--- src/rtl/mac_rx.sv ---
// mac_rx: Ethernet MAC receive stage in the recovered RGMII receive clock domain.
// Strips preamble/SFD, filters on destination MAC (LOCAL_MAC or broadcast),
// captures source MAC and EtherType, forwards the payload with the FCS removed
// and keeps delivered/dropped frame counters.
// Build option: define MAC_RX_CRC_CHECK_EN to include the CRC-32 checker; without
// it the FCS is still stripped and o_crc_err only reports overlength frames.
// Output handshake: o_valid qualifies o_data for exactly one cycle, with no
// backpressure; o_last marks the final byte of a frame and o_crc_err is
// meaningful only while o_last is high.
module mac_rx #(
  parameter logic [47:0] LOCAL_MAC = 48'h00_0A_35_01_FE_C0,
  parameter int          MAX_LEN   = 1522
) (
  input  logic        i_clk,
  input  logic        i_rst_n,
  input  logic [7:0]  i_rx_data,
  input  logic        i_rx_valid,
  input  logic        i_rx_end,
  output logic [7:0]  o_data,
  output logic        o_valid,
  output logic        o_last,
  output logic        o_crc_err,
  output logic [47:0] o_src_mac,
  output logic [15:0] o_type,
  output logic [15:0] o_frame_cnt,
  output logic [15:0] o_drop_cnt
);

  localparam int CW = $clog2(MAX_LEN + 1);

  localparam logic [2:0] S_IDLE = 3'd0;
  localparam logic [2:0] S_PRE  = 3'd1;
  localparam logic [2:0] S_HDR  = 3'd2;
  localparam logic [2:0] S_DATA = 3'd3;
  localparam logic [2:0] S_DROP = 3'd4;

  logic [2:0]    r_state;
  logic [2:0]    r_pre_cnt;
  logic [CW-1:0] r_byte_cnt;   // bytes after SFD consumed so far
  logic          r_uc_ok;      // destination still matches LOCAL_MAC
  logic          r_bc_ok;      // destination still matches broadcast
  logic [47:0]   r_src_sh;
  logic [7:0]    r_type_hi;
  logic [7:0]    r_dly [4];    // 4-byte delay line that hides the FCS
  logic [7:0]    r_p;          // pending byte, emitted once its successor is known
  logic [2:0]    r_pay_cnt;    // payload bytes seen, saturating at 5 (= P full)

  logic [7:0]    w_mac_byte;
  logic          w_uc_match;
  logic          w_bc_match;
  logic          w_p_full;
  logic          w_crc_bad;
  logic          w_unused;

  // i_rx_end duplicates ~i_rx_valid; frame boundaries come from i_rx_valid.
  assign w_unused = i_rx_end;

  // Select the LOCAL_MAC byte expected at the current destination byte index.
  always_comb begin
    w_mac_byte = LOCAL_MAC[7:0];
    case (r_byte_cnt[2:0])
      3'd0:    w_mac_byte = LOCAL_MAC[47:40];
      3'd1:    w_mac_byte = LOCAL_MAC[39:32];
      3'd2:    w_mac_byte = LOCAL_MAC[31:24];
      3'd3:    w_mac_byte = LOCAL_MAC[23:16];
      3'd4:    w_mac_byte = LOCAL_MAC[15:8];
      default: w_mac_byte = LOCAL_MAC[7:0];
    endcase
  end

  assign w_uc_match = r_uc_ok && (i_rx_data == w_mac_byte);
  assign w_bc_match = r_bc_ok && (i_rx_data == 8'hFF);
  assign w_p_full   = (r_pay_cnt == 3'd5);

`ifdef MAC_RX_CRC_CHECK_EN
  logic [31:0] r_crc;

  function automatic logic [31:0] crc_byte(input logic [31:0] c, input logic [7:0] d);
    logic [31:0] x;
    x = c ^ {24'h0, d};
    for (int i = 0; i < 8; i++) begin
      x = x[0] ? ((x >> 1) ^ 32'hEDB88320) : (x >> 1);
    end
    return x;
  endfunction

  // CRC-32 over every byte after the SFD, FCS included; seeded on the SFD.
  always_ff @(posedge i_clk or negedge i_rst_n) begin
    if (!i_rst_n) begin
      r_crc <= 32'hFFFF_FFFF;
    end else if (r_state == S_PRE && i_rx_valid && i_rx_data == 8'hD5) begin
      r_crc <= 32'hFFFF_FFFF;
    end else if (i_rx_valid && (r_state == S_HDR || r_state == S_DATA)) begin
      r_crc <= crc_byte(r_crc, i_rx_data);
    end
  end

  // Running over data plus FCS leaves the fixed CRC-32 residue when intact.
  assign w_crc_bad = (r_crc != 32'hDEBB_20E3);
`else
  assign w_crc_bad = 1'b0;
`endif

  // Frame FSM, header capture, FCS-hiding pipeline, outputs and counters.
  always_ff @(posedge i_clk or negedge i_rst_n) begin
    if (!i_rst_n) begin
      r_state     <= S_IDLE;
      r_pre_cnt   <= '0;
      r_byte_cnt  <= '0;
      r_uc_ok     <= 1'b0;
      r_bc_ok     <= 1'b0;
      r_src_sh    <= '0;
      r_type_hi   <= '0;
      for (int i = 0; i < 4; i++) r_dly[i] <= '0;
      r_p         <= '0;
      r_pay_cnt   <= '0;
      o_data      <= '0;
      o_valid     <= 1'b0;
      o_last      <= 1'b0;
      o_crc_err   <= 1'b0;
      o_src_mac   <= '0;
      o_type      <= '0;
      o_frame_cnt <= '0;
      o_drop_cnt  <= '0;
    end else begin
      o_valid   <= 1'b0;
      o_last    <= 1'b0;
      o_crc_err <= 1'b0;
      case (r_state)
        S_IDLE: begin
          if (i_rx_valid && i_rx_data == 8'h55) begin
            r_state   <= S_PRE;
            r_pre_cnt <= '0;
          end
        end
        S_PRE: begin
          if (!i_rx_valid) begin
            r_state <= S_IDLE;
          end else if (i_rx_data == 8'h55) begin
            // The IDLE byte was the first 0x55; a counter of 6 means 7 seen.
            if (r_pre_cnt == 3'd6) begin
              r_state    <= S_DROP;
              o_drop_cnt <= o_drop_cnt + 16'd1;
            end else begin
              r_pre_cnt <= r_pre_cnt + 3'd1;
            end
          end else if (i_rx_data == 8'hD5) begin
            r_state    <= S_HDR;
            r_byte_cnt <= '0;
            r_uc_ok    <= 1'b1;
            r_bc_ok    <= 1'b1;
          end else begin
            r_state    <= S_DROP;
            o_drop_cnt <= o_drop_cnt + 16'd1;
          end
        end
        S_HDR: begin
          if (!i_rx_valid) begin
            r_state    <= S_IDLE;
            o_drop_cnt <= o_drop_cnt + 16'd1;
          end else begin
            r_byte_cnt <= r_byte_cnt + 1'b1;
            if (r_byte_cnt < CW'(6)) begin
              r_uc_ok <= w_uc_match;
              r_bc_ok <= w_bc_match;
              if (r_byte_cnt == CW'(5) && !w_uc_match && !w_bc_match) begin
                r_state    <= S_DROP;
                o_drop_cnt <= o_drop_cnt + 16'd1;
              end
            end else if (r_byte_cnt < CW'(12)) begin
              r_src_sh <= {r_src_sh[39:0], i_rx_data};
            end else if (r_byte_cnt == CW'(12)) begin
              r_type_hi <= i_rx_data;
            end else begin
              o_src_mac <= r_src_sh;
              o_type    <= {r_type_hi, i_rx_data};
              r_pay_cnt <= '0;
              r_state   <= S_DATA;
            end
          end
        end
        S_DATA: begin
          if (!i_rx_valid) begin
            // The four bytes still in the delay line are the FCS.
            if (w_p_full) begin
              o_data      <= r_p;
              o_valid     <= 1'b1;
              o_last      <= 1'b1;
              o_crc_err   <= w_crc_bad;
              o_frame_cnt <= o_frame_cnt + 16'd1;
            end else begin
              o_drop_cnt  <= o_drop_cnt + 16'd1;
            end
            r_pay_cnt <= '0;
            r_state   <= S_IDLE;
          end else if (r_byte_cnt == CW'(MAX_LEN)) begin
            // One byte beyond MAX_LEN: close the frame as errored.
            if (w_p_full) begin
              o_data      <= r_p;
              o_valid     <= 1'b1;
              o_last      <= 1'b1;
              o_crc_err   <= 1'b1;
              o_frame_cnt <= o_frame_cnt + 16'd1;
            end else begin
              o_drop_cnt  <= o_drop_cnt + 16'd1;
            end
            r_pay_cnt <= '0;
            r_state   <= S_DROP;
          end else begin
            r_byte_cnt <= r_byte_cnt + 1'b1;
            r_dly[0]   <= i_rx_data;
            r_dly[1]   <= r_dly[0];
            r_dly[2]   <= r_dly[1];
            r_dly[3]   <= r_dly[2];
            r_p        <= r_dly[3];
            if (w_p_full) begin
              o_data  <= r_p;
              o_valid <= 1'b1;
            end else begin
              r_pay_cnt <= r_pay_cnt + 3'd1;
            end
          end
        end
        S_DROP: begin
          if (!i_rx_valid) r_state <= S_IDLE;
        end
        default: r_state <= S_IDLE;
      endcase
    end
  end

endmodule
--- config.mk ---
export PLATFORM = sky130hd
export DESIGN_NAME = mac_rx
export DESIGN_NICKNAME = d
export VERILOG_FILES = /design/src/rtl/mac_rx.sv
export SDC_FILE = /design/constraint.sdc
export NUM_CORES = 1
export LEC_CHECK = 0
export CAP_MARGIN = 20
export CORE_MARGIN = 8
export CORE_UTILIZATION = 55
export CTS_BUF_LIST = sky130_fd_sc_hd__clkbuf_16
export DETAILED_ROUTE_END_ITERATION = 8
export PLACE_DENSITY = 0.88
export SLEW_MARGIN = 15
export SYNTH_ARGS = -nofsm -noshare
export SYNTH_HDL_FRONTEND = slang
export SYNTH_SLANG_ARGS = --single-unit
export TNS_END_PERCENT = 30
--- constraint.sdc ---
create_clock -name i_clk -period 7.24 [get_ports i_clk]
set_clock_uncertainty 0.2 [all_clocks]
set_input_delay 0.724 -clock i_clk [delete_from_list [all_inputs] [get_ports i_clk]]
set_output_delay 0.724 -clock i_clk [all_outputs]
set_load 0.02 [all_outputs]
Word-level counts from Yosys, hierarchy flattened. Cells that the tools add are included.

Bits in registers: 225. Latch bits: 0. Bits in writable memories: 0. ROM bits: 0. Input port bits: 12. Output and inout port bits: 107. Logic and storage cells: 164. Memories kept: 0.

Add/sub/neg operators: 5. Multiply operators: 0. Div/mod/pow operators: 0. $lt $le $gt $ge: 2. Equality and inequality tests: 42. Shift operators: 0. Mux-type cells: 65. Bitwise operators: 4. Reductions and logical operators: 25.

Operators with widths (count): two-way mux 16 bit (13); two-way mux 3 bit (24); two-way mux 11 bit (6); one-hot mux 16 bit (3 select lines) (1); one-hot mux 8 bit (5 select lines) (1); one-hot mux 11 bit (3 select lines) (1); adder 16 x 1 -> 16 bit, second input constant (2); != test 2 bit, second input constant (14); AND reduction 7 bit (3); != test 4 bit, second input constant (5); equality test 8 bit, second input constant (2); != test 3 bit, second input constant (5); one-hot mux 3 bit (5 select lines) (1); AND reduction 5 bit (3); two-way mux 1 bit (14); equality test 3 x 2 -> 1 bit, second input constant (4); equality test 3 bit, second input constant (4); one-hot mux 3 bit (2 select lines) (2); AND reduction 6 bit (2); adder 11 x 1 -> 11 bit, second input constant (1); equality test 11 bit, second input constant (1); equality test 11 x 3 -> 1 bit, second input constant (1); equality test 11 x 4 -> 1 bit, second input constant (1); < comparator 11 x 3 -> 1 bit, second input constant (1); 16 further kinds (31).

Longest topological paths before layout.
Depth after elaboration: 11. Mapped depth: 11. Mapped depth without buffers: 9.

Least setup slack after synthesis. Ideal clock, no wire load.

Path kind: register to register. Start: register r_byte_cnt[4]. End: register o_drop_cnt[14]. Library setup time: 0.129 ns. Arrival: 2.272 ns. Setup slack: 4.638 ns. Stages on the path, launching flop included: 8. Clock period less this slack: 2.602 ns. Path through: dfrtp_1 > or4_4 > or4_4 > o21ai_1 > a21boi_4 > buf_6 > nand4_4 > xnor2_2.

Cells in the longest elaborated chain, start to end: 5. Elaborated cells between the ends (all ways): 9.

RTL lines: from (decl) (RTL line 39) `logic [CW-1:0] r_byte_cnt;`; from (signal assigned) (RTL line 162) `r_byte_cnt <= r_byte_cnt + 1'b1;`; from (signal assigned) (RTL line 210) `r_byte_cnt <= r_byte_cnt + 1'b1;`; branches (longest 4 deep; another with < comparator 11 x 3 -> 1 bit); AND reduction 7 bit (no source line) *; to (signal assigned) (RTL line 160) `o_drop_cnt <= o_drop_cnt + 16'd1;`; to (signal assigned) (RTL line 168) `o_drop_cnt <= o_drop_cnt + 16'd1;`; to (signal assigned) (RTL line 192) `o_drop_cnt <= o_drop_cnt + 16'd1;`; to (decl) (RTL line 26) `output logic [15:0] o_drop_cnt`.

Every way passes the cells marked *. A chain may end at the register's enable or synchronous reset.

Worst setup path in the final report.
Start: register r_byte_cnt[0]. End: register o_drop_cnt[1].

Cells in the longest elaborated chain, start to end: 9. Elaborated cells between the ends (all ways): 18.

RTL lines: equality test 3 bit, or another cell as far along (RTL line 61) `case (r_byte_cnt[2:0])`; one-hot mux 8 bit (5 select lines) (RTL line 61); equality test 8 bit (RTL line 71) `assign w_uc_match = r_uc_ok && (i_rx_data == w_mac_byte);`; logical AND 1 bit (RTL line 71); zero test 1 bit (RTL line 166) `if (r_byte_cnt == CW'(5) && !w_uc_match && !w_bc_match) begin`; logical AND 1 bit (2 in a row) (RTL line 166); != test 3 bit (no source line); AND reduction 7 bit (no source line) *.

Mark *: on every way between the ends. The rest lies on a longest branch, timed or not.

==> results_dict.tcl <==
set metrics [dict create \
    status "finished clean" \
    final_hold_viol_count 0 \
    synth_edf_count 0 \
    utilization 0.681 \
    rrSetupSlack_ps 4060 \
    crit_slowest_cell "dfrtp_1" \
    syn-num-nets 801 \
    cts_sinks 225 \
    worst_pin_slew_ps 923 \
    drive_above_1_share 0.215 \
    syn_inst 778 \
    synth_area_leaders "dfrtp_1, mux2_2, nand2_1, xnor2_1, ha_1" \
    worst-path-stages 10 \
    drv_slew 0 \
    p_per_area_nw_per_um2 287 \
    r2r_cells 10 \
    drv_cap 0 \
    ant_nets 0 \
    grt_max_degree 81 \
    min_path_type "flop to flop" \
    crit_chain "inv_1 -> ha_1 -> nor4b_1 -> and4_1 -> nor3_2 -> buf_4 -> a211oi_2 -> buf_4 -> nand2_2 -> mux2_1" \
    drcViolationCount 0 \
    dieHeight_um 148 \
    peakVddDrop_uv 239 \
    slew-limit-headroom 0.369 \
    async_reset_ff_frac 1.00 \
    firstDrtPassIters 4 \
    critical_path_class "flop to flop" \
    cpPeakStageDelay_ps 470 \
    grt_remaining_overflow 0 \
    diodes 0 \
    p_leak_nw 5.61 \
    rsz0062_at_grt "false" \
    final-setup-viol-count 0 \
    cp_max_fo 43 \
    die_w_um 148 \
    crit_path_end "o_drop_cnt[1]$_DFFE_PN0P_" \
    h-tree-depth 1 \
    vias 6271 \
    clk_latency_ps 500 \
    cp_num_buf_inv 3 \
    hold_ws_ps 267 \
    drt_iter0_markers 391 \
    cp-startpoint "r_byte_cnt[0]$_DFFE_PN0P_" \
    grt_use_total 0.182 \
    worst_ep_arrival_time_ps 3350 \
    yosysSeqAreaShare 0.591 \
    core_area_um2 17100 \
    dieArea_um2 21800 \
    clkTransAtPathRegs_ps 60 \
    final_nets 918 \
    avgSynthCellArea_um2 12.2 \
    synthDistinctLibCells 62 \
    wl_um 19500 \
    period_needed_ps 3180 \
    numCtsBuffers 23 \
    grt_pass1_wl_um 33200 \
    post-route-period-util 0.439 \
    end_kind "flop" \
    viasPerCell 5.52 \
    portBuffers 117 \
    setup-tns-final_ps 0 \
    ys_seq_elements 225 \
    synth_warnings 0 \
    rows 48 \
    critPathRequiredTime_ps 7420 \
    wl_per_cell_um 17.2 \
    critPathTopFamily "simple AND/OR/NAND/NOR gates" \
    synth_top_cell_by_area "dfrtp_1" \
    antenna_found_initial 0 \
    ctsRootBufferMaster "clkbuf_16" \
    syn_to_final_growth_pct 22.4 \
    cts_tree "built" \
    synth_area_um2 9530 \
    hpwl_um 12900 \
    crit_top_cell "buf_4" \
    max_freq_mhz 315 \
    grt_pass1_vias 6605 \
    r2r_start "r_byte_cnt[0]$_DFFE_PN0P_" \
    rr_endpoint "o_drop_cnt[1]$_DFFE_PN0P_" \
    place_congestion 0.846 \
    cts.path.max_buffers 3 \
    synth_top_area_frac 0.591 \
    ios 119 \
    synth_ff_type "dfrtp_1" \
    initial_core_util 0.557 \
    cp-start-kind "flop" \
    cts_resized 0 \
]
[where the power goes]
group	leakage [nW]	internal, mW	switching (mW)
registers	3.06	1.40	0.143
clock network	0.383	0.681	0.458
logic	2.17	0.282	0.381
total	5.61	2.36	0.982
[final cells by class]
type / count / area, um^2
clock buffer: 23 / 576
timing repair buffer: 127 / 1250
sequential: 225 / 5630
multi-input combinational: 504 / 3710
clock inverter: 18 / 154
tap: 225 / 282
fill: 1200 / 5460
inverter: 14 / 52.6
[flip-flops by register name, indices dropped and copies added, names as in the netlist, 3 cells and up]
name	flops
r_pay_cnt	3
o_drop_cnt	16
r_type_hi	8
r_p	8
r_pre_cnt	3
r_dly	32
r_byte_cnt	11
o_data	8
r_src_sh	48
r_state	3
o_type	16
o_frame_cnt	16
o_src_mac	48
[how the worst min path moves through the flow]
stage / start / slack (ps) / end / cells after the start
global placement: r_dly[23]$_DFFE_PN0P_ / 250 / r_dly[15]$_DFFE_PN0P_ / 2
detailed placement: r_dly[1]$_DFFE_PN0P_ / 260 / r_p[1]$_DFFE_PN0P_ / 2
CTS: r_dly[4]$_DFFE_PN0P_ / 270 / r_p[4]$_DFFE_PN0P_ / 2
floorplan: i_rst_n / 230 / o_crc_err$_DFF_PN0_ / 0
finish: o_drop_cnt[15]$_DFFE_PN0P_ / 270 / o_drop_cnt[15]$_DFFE_PN0P_ / 1
global route: o_drop_cnt[15]$_DFFE_PN0P_ / 290 / o_drop_cnt[15]$_DFFE_PN0P_ / 1
[metal layers]
layer / track usage / routed length (um) / vias to the layer above
met3: 0.0358 / 969 / 36
met1: 0.231 / 8360 / 3159
li1: - / - / 2937
met5: 0 / 0 / -
met4: 0.0602 / 402 / 0
met2: 0.307 / 9810 / 139
[what timing repair did]
action                     CTS  global route
setup endpoints to repair    0             0
hold buffers                 1             0
buffers inserted             0             0
hold endpoints to repair     3             0
[cell families after synthesis]
family,count (synthesis),share of synthesized area
buffers and inverters,49,0.0214
AND/OR/NAND/NOR,269,0.138
multiplexers,137,0.161
adder cells (fa/ha/maj),11,0.0144
AO/OA/AOI/OAI,52,0.0411
XOR/XNOR,35,0.0330
flip-flops,225,0.591
[synthesized netlist by cell type, drive strengths merged, types with 2 or more instances]
library cell / number
mux2: 131
and2: 3
o21ai: 16
xnor2: 28
o311ai: 2
clkbuf: 21
or3: 4
nand3: 24
buf: 14
nand2: 144
nand2b: 7
nor2: 24
xor2: 7
ha: 11
nor3: 10
and4: 4
inv: 14
dfrtp: 225
o221ai: 2
mux2i: 6
o22a: 2
nand4: 19
a31oi: 3
or4: 2
nor2b: 9
a21oi: 8
and3: 14
a2111oi: 3
o211ai: 2
a211oi: 3
[cells in the final DEF (no fill, tap or decap), types with 7 or more instances in the layout]
cell,instances
nand3_1,14
and3_1,14
nor2b_1,8
xor2_1,7
nand4_1,18
ha_1,11
mux2_2,130
dfrtp_1,225
xnor2_1,27
nor2_1,24
o21ai_0,14
nand2b_1,7
clkbuf_16,23
nor3_1,9
buf_4,9
nand3_2,10
inv_1,20
nand2_1,143
clkdlybuf4s50_1,116
a21oi_1,7
[per-stage QoR]
stage / instances / power (mW) / instance area, um^2 / setup slack [ps]
final: 1136 / 3.34 / 11700 / 4060
after CTS: 1136 / 3.37 / 11700 / 4080
after detailed placement: 1094 / 2.21 / 10900 / 3690
after global placement: 1094 / 2.19 / 10900 / 3720
after global routing: 1136 / 3.52 / 11700 / 3740
after floorplan: 778 / 1.98 / 9530 / 4640
Note: power is estimated with default switching activity, not from simulation.
